File: src/rtl/gb_clk_ctrl.sv
// gb_clk_ctrl
//   Derives the Game Boy core clock from the system clock and lets debug
//   trigger pulses halt and resume it at clean points. A halt always replaces
//   the next rising edge of gb_clk, so the clock never produces a runt phase.
//
// Ports:
//   clk          in   system clock, all logic on its rising edge
//   reset        in   asynchronous, active-high reset
//   trigger      in   toggle request (level); only its rising edge acts
//   gb_clk       out  registered Game Boy clock, 50% duty while running
//   gb_clk_rise  out  one-clk strobe in the cycle gb_clk goes 0->1
//   halt         out  high only while HALTED
//   cycle_count  out  gb_clk rising edges since reset, wraps at 2^32
//
// Parameters:
//   HALF_PERIOD   clk cycles per gb_clk half-period (>= 2)
//   START_HALTED  1: leave reset in HALTED

module gb_clk_ctrl #(
    parameter int HALF_PERIOD  = 12,
    parameter bit START_HALTED = 1'b0
) (
    input  logic        clk,
    input  logic        reset,
    input  logic        trigger,
    output logic        gb_clk,
    output logic        gb_clk_rise,
    output logic        halt,
    output logic [31:0] cycle_count
);

    localparam int CW = (HALF_PERIOD > 1) ? $clog2(HALF_PERIOD) : 1;
    localparam logic [CW-1:0] CNT_LAST = CW'(HALF_PERIOD - 1);

    // RUN: clock free-running. STOP_PEND: running, waiting for the next
    // would-be rise to freeze the clock. HALTED: clock frozen low.
    typedef enum logic [1:0] {
        RUN       = 2'd0,
        STOP_PEND = 2'd1,
        HALTED    = 2'd2
    } state_t;

    localparam state_t RESET_STATE = START_HALTED ? HALTED : RUN;

    state_t        state_q, state_d;
    logic [CW-1:0] cnt_q, cnt_d;
    logic          gb_clk_q, gb_clk_d;
    logic          rise_q, rise_d;
    logic          halt_q, halt_d;
    logic [31:0]   count_q, count_d;
    logic          trig_q, trig_d;

    logic          trig_edge;
    logic          boundary;

    always_comb begin
        trig_edge = trigger & ~trig_q;
        boundary  = (cnt_q == CNT_LAST);

        state_d  = state_q;
        cnt_d    = cnt_q;
        gb_clk_d = gb_clk_q;
        rise_d   = 1'b0;
        count_d  = count_q;
        trig_d   = trigger;

        case (state_q)
            RUN, STOP_PEND: begin
                cnt_d = boundary ? '0 : cnt_q + CW'(1);
                if (boundary) begin
                    gb_clk_d = ~gb_clk_q;
                    if (!gb_clk_q) begin
                        rise_d  = 1'b1;
                        count_d = count_q + 32'd1;
                    end
                end

                if (state_q == RUN) begin
                    // The clock action of this cycle still happens.
                    if (trig_edge) begin
                        state_d = STOP_PEND;
                    end
                end else if (trig_edge) begin
                    // A cancelling edge wins over a coinciding would-be rise.
                    state_d = RUN;
                end else if (boundary && !gb_clk_q) begin
                    // Freeze low in place of the rise; counter restarts so
                    // the resume produces a full high phase.
                    gb_clk_d = 1'b0;
                    rise_d   = 1'b0;
                    count_d  = count_q;
                    state_d  = HALTED;
                end
            end

            HALTED: begin
                gb_clk_d = 1'b0;
                cnt_d    = '0;
                if (trig_edge) begin
                    // Resume rises straight away: 1 clk of latency.
                    state_d  = RUN;
                    gb_clk_d = 1'b1;
                    rise_d   = 1'b1;
                    count_d  = count_q + 32'd1;
                end
            end

            default: begin
                state_d = RESET_STATE;
            end
        endcase

        halt_d = (state_d == HALTED);
    end

    always_ff @(posedge clk or posedge reset) begin
        if (reset) begin
            state_q  <= RESET_STATE;
            cnt_q    <= '0;
            gb_clk_q <= 1'b0;
            rise_q   <= 1'b0;
            halt_q   <= START_HALTED;
            count_q  <= 32'd0;
            trig_q   <= 1'b0;
        end else begin
            state_q  <= state_d;
            cnt_q    <= cnt_d;
            gb_clk_q <= gb_clk_d;
            rise_q   <= rise_d;
            halt_q   <= halt_d;
            count_q  <= count_d;
            trig_q   <= trig_d;
        end
    end

    assign gb_clk      = gb_clk_q;
    assign gb_clk_rise = rise_q;
    assign halt        = halt_q;
    assign cycle_count = count_q;

endmodule

File: config.mk
export PLATFORM = sky130hd
export DESIGN_NAME = gb_clk_ctrl
export DESIGN_NICKNAME = d
export VERILOG_FILES = /design/src/rtl/gb_clk_ctrl.sv
export SDC_FILE = /design/constraint.sdc
export NUM_CORES = 1
export LEC_CHECK = 0
export BUFFER_PORTS_ARGS = -buffer_cell sky130_fd_sc_hd__buf_2
export CORE_UTILIZATION = 40
export CTS_CLUSTER_DIAMETER = 40
export DETAILED_ROUTE_END_ITERATION = 12
export SYNTH_ARGS = -nofsm -noshare
export SYNTH_HDL_FRONTEND = slang
export SYNTH_SLANG_ARGS = --single-unit
File: constraint.sdc
create_clock -name clk -period 5.69 [get_ports clk]
set_input_delay 1.138 -clock clk [delete_from_list [all_inputs] [get_ports clk]]
set_output_delay 1.138 -clock clk [all_outputs]
set_load 0.05 [all_outputs]
* Word-level counts from Yosys, hierarchy flattened *
Index checks and enable logic that the tools add are counted.

word-level totals
  bits in registers = 42
  input port bits = 3
  output and inout port bits = 35
  logic and storage cells = 51

cells by class
  add/sub/neg operators = 2
  equality and inequality tests = 6
  mux-type cells = 27
  bitwise gates (word level) = 3
  reduce and logical (&&, ||, !) cells = 6

operator list
  operator                                                                number
  32-bit 2-to-1 mux                                                       6
  32-bit case mux with 2 select lines                                     1
  32-bit by 1-bit adder with 32-bit output (second input constant)        1
  1-bit 2-to-1 mux                                                        10
  2-bit 2-to-1 mux                                                        5
  4-bit case mux with 2 select lines                                      1
  4-bit by 1-bit adder with 4-bit output (second input constant)          1
  2-bit equality test (second input constant)                             2
  4-bit equality test (second input constant)                             1
  4-bit 2-to-1 mux                                                        1
  4-bit inequality test (second input constant)                           1
  1-bit case mux with 2 select lines                                      2
  2-bit case mux with 2 select lines                                      1
  3-bit AND reduction                                                     1
  2-bit by 1-bit equality test with 1-bit output (second input constant)  1
  2-bit logical NOT                                                       1
  2-bit inequality test (second input constant)                           1
  1-bit NOT                                                               2
  2-bit nonzero test                                                      1
  2-bit OR reduction                                                      1
  1-bit AND                                                               1
  1-bit logical AND                                                       1
  1-bit logical NOT                                                       1

* Logic depth before layout (Yosys ltp) *
  word-level depth = 7
  gate-level depth with buffers = 9
  mapped depth without buffers = 9

* Least setup slack after synthesis *
Ideal clock, no wire load.

  path type = input port to flip-flop
  from = input trigger
  to = register count_q[18], in the netlist cycle_count[18]
  setup time = 0.082 ns
  data arrival time = 2.497 ns
  required time = 5.608 ns
  slack = 3.111 ns
  cell stages on the path = 7
  buffers on the path = 2
  path through = nand2b_1 -> buf_2 -> and3_1 -> or4_1 -> buf_2 -> nor3_2 -> xor2_1

on the way
  cells in the longest elaborated chain, start to end = 4
  elaborated cells between the ends (all ways) = 7
  those cells by class = eq/ne (2); mux (3); bitwise (1); reduce/logical (1)

RTL lines
  element                              line  RTL
  from (decl)                          25    input logic trigger,
  1-bit AND *                          57    trig_edge = trigger & ~trig_q;
  32-bit 2-to-1 mux                    83    end else if (trig_edge) begin
  32-bit 2-to-1 mux                    78    if (state_q == RUN) begin
  32-bit case mux with 2 select lines  67    case (state_q)
  to (signal assigned)                 131   count_q <= count_d;
  to (decl)                            50    logic [31:0] count_q, count_d;

Every way passes the cells marked *; elsewhere a longest branch is shown, timed or not.
A chain may end at the register's enable or synchronous reset.

* Worst setup path after layout *
  from = input trigger
  to = register count_q[28], in the netlist cycle_count[28]

Same word-level chain as after synthesis.

==> run_results.csv <==
group,metric,value,unit
critical_path,r2r.worst_path.cells,8,
global_route,grt_max_degree,43,
synthesis,syn-cell-area,2050,um^2
cells_and_area,drive_gt1_share,23.3,%
cells_and_area,final_common_cell,"dfrtp_1",
cells_and_area,final_cell_mix,"42 x dfrtp_1, 37 x buf_2, 18 x nand3_1, 18 x xor2_1, 15 x nand2_1",
power_and_ir_drop,pwr-share-seq,49.2,%
global_route,grt_pass1_vias,1355,
cts,clk_pin_slew_worst_paths,80,ps
critical_path,r2r_slack,3150,ps
sta,slew_viol_final,0,
critical_path,startpoint_type,"primary input",
worst_hold_path,holdCritPathClass,"flop to flop",
cts,h-tree-depth,2,
power_and_ir_drop,intPower,0.496,mW
synthesis,ys_ff_latch,42,
route,post_drt_wl_per_cell,13.1,um
cts,cts_tree,"built",
critical_path,worstPathArrival,2750,ps
critical_path,critPathKind,"primary input to flop",
route,avgViaCountPerCell,4.94,
cts,cts_resized,0,
route,drtIter0Drc,89,
critical_path,worstPathMaxFanout,9,
synthesis,yosysTopAreaCell,"dfrtp_1",
die,pin_count,38,
power_and_ir_drop,swShare,35.9,%
cts,hold_buffers,0,
cts,cts_buffer_depth,2,
global_route,grt_util_met1,23.0,%
die,chipWidth,73.6,um
critical_path,cp-end-kind,"flop",
route,postRouteAntennaNets,0,
sta,min_period_over_period,45.2,%
critical_path,rr_startpoint,"cnt_q[0]$_DFFE_PP0P_",
power_and_ir_drop,powerDensity,324,nW/um^2
power_and_ir_drop,power_frac_comb,25.1,%
synthesis,yosysSeqAreaShare,51.2,%
cts,numCtsBuffers,5,
sta,hold_viol,0,
route,remaining_drc_errors,0,
sta,finalSetupViolCount,0,
die,fp.coreArea,4820,um^2
sta,slew_headroom,48.5,%
synthesis,synth.area.top_cells,"dfrtp_1 51%, xor2_1 7.7%, xnor2_1 5.5%, nand3_1 4.4%, nand2_1 2.7%",
cts,clock_sinks,42,
sta,grt_setup_unrepaired,"no",
cells_and_area,multiInputGateArea,937,um^2
global_route,grt_pass1_wl,6.45,mm
route,firstDrtPassIters,3,
synthesis,synth.distinct_cells,34,
sta,min_period,2570,ps
worst_hold_path,hold_depth,1,
power_and_ir_drop,clkPwrFrac,25.7,%
critical_path,worstPathRequired,5870,ps
cts,root_buffer,"clkbuf_8",
die,die_area,5420,um^2
die,start_util,42.6,%
sta,worst_pin_slew,765,ps
synthesis,syn_area_per_cell,10.4,um^2
global_route,grt-busiest-layer,"met2",
route,dr_total_vias,1498,
cells_and_area,fill_cells,480,
cells_and_area,ff_latch_area,1050,um^2
power_and_ir_drop,p_leak,1.08,nW
die,fp-row-count,25,
sta,max_freq,0.389,GHz
run,drv_cap,0,
place,portBuffers,37,
sta,fin_setup_tns,0,ps
global_route,use_met2,23.1,%
place,gp_congestion,0.735,
cells_and_area,antenna_cells,0,
place,placed_area,2290,um^2
cts,clk_latency,290,ps
die,die_h,73.6,um
critical_path,reg2reg_to,"cycle_count[28]$_DFFE_PP0P_",
power_and_ir_drop,p_switching,0.278,mW
global_route,grt.total_usage,15.9,%
cells_and_area,area_growth,16.3,%
cells_and_area,fin_area,2390,um^2
global_route,grtUsageMet3,3.29,%
cells_and_area,nets,242,
worst_hold_path,hp-start,"cycle_count[31]$_DFFE_PP0P_",
synthesis,synth_top_area_share,51.2,%
place,dp_hpwl,2.73,mm
global_route,antenna_found_initial,0,
power_and_ir_drop,ir_worst_vdd,0.000163,V
cts,postCtsSetupBuffers,0,
sta,skew,3.07,ps
worst_hold_path,min_to,"cycle_count[31]$_DFFE_PP0P_",
synthesis,syn_nets,205,
run_status,status,"finished, final reports clean",
global_route,grt-ovfl-total,0,
synthesis,ys_warn_count,0,
route,routed_wl,3.97,mm
synthesis,synthCells,198,
==> power by group through the flow <==
stage	Sequential, mW	Clock (mW)	Combinational, mW
5_1_grt	0.387	0.218	0.215
3_3_place_gp	0.386	0	0.192
3_5_place_dp	0.386	0	0.197
6_report	0.381	0.199	0.194
4_1_cts	0.380	0.208	0.198
2_1_floorplan	0.426	0	0.109
==> flip-flops by register name, indices dropped and copies added, names as in the netlist <==
| register | flops |
|---|---|
| cycle_count | 32 |
| trig_q | 1 |
| state_q | 2 |
| gb_clk_rise | 1 |
| gb_clk | 1 |
| cnt_q | 4 |
| halt | 1 |
==> layout make-up <==
cell class                      instances  area share (%)
Clock buffer                            7            3.62
Sequential cell                        42            44.0
Timing Repair Buffer                   38            8.08
Inverter                                8            1.26
Tap cell                               67            3.51
Multi-Input combinational cell        140            39.3
Clock inverter                          1           0.210
==> through the flow <==
step / instances / total power [mW] / hold slack (ps) / utilization, % / setup WS [ps]
2_1_floorplan: 198 / 0.534 / 472 / - / 3110
3_3_place_gp: 295 / 0.579 / 458 / 47.6 / 2850
3_5_place_dp: 295 / 0.583 / 457 / 47.6 / 2820
4_1_cts: 303 / 0.786 / 480 / 49.5 / 3130
5_1_grt: 303 / 0.820 / 499 / 49.5 / 2900
6_report: 303 / 0.774 / 472 / 49.5 / 3120
==> metal layers <==
metal | wire, um | part of all wire [%]
met3 | 132 | 3.3
met5 | 0 | 0
met4 | 59 | 1.5
met2 | 1770 | 45
met1 | 2010 | 51
==> critical path: stages <==
cell,delay [ps]
buf_2,90
nand2b_1,160
and3_1,270
nor4_2,700
nand4_1,210
xnor2_1,180
==> cells by family after synthesis <==
group	after synthesis	share of synthesized area (%)
xor+xnor	31	13.2
fa+ha+maj	4	2.44
compound gates	14	4.15
mux	3	1.52
simple gates	88	24.3
buf+inv	16	3.11
flops	42	51.2
==> synthesized netlist by cell type <==
cell type  count
or2_1          1
buf_1          2
nor3b_1        1
inv_2          1
a21oi_1        3
clkbuf_1       3
and2_1         3
nand4_1        8
nor3_1         7
o21a_1         2
or3_1          4
nor4b_2        1
or4_1          2
ha_1           4
dfrtp_1       42
nand3_1       18
buf_2          3
o21ai_0        5
xnor2_1       13
mux2_2         1
nand4_2        1
and3_1         2
inv_1          7
a21o_1         2
and4_1         2
nand2_1       15
nor4_2         2
nor3_2         4
mux2i_1        2
o31ai_1        2
xor2_1        18
nor2_1        14
nand2b_1       2
nand3b_1       1
==> worst max path at each step <==
stage | start | end | slack (ps)
floorplan | trigger | cycle_count[18]$_DFFE_PP0P_ | 3110
global placement | trigger | cycle_count[11]$_DFFE_PP0P_ | 2850
detailed placement | trigger | cycle_count[28]$_DFFE_PP0P_ | 2820
CTS | trigger | cycle_count[11]$_DFFE_PP0P_ | 3130
global route | cnt_q[0]$_DFFE_PP0P_ | cycle_count[28]$_DFFE_PP0P_ | 2900
finish | trigger | cycle_count[28]$_DFFE_PP0P_ | 3120
Power figures use the tool's default switching activity.
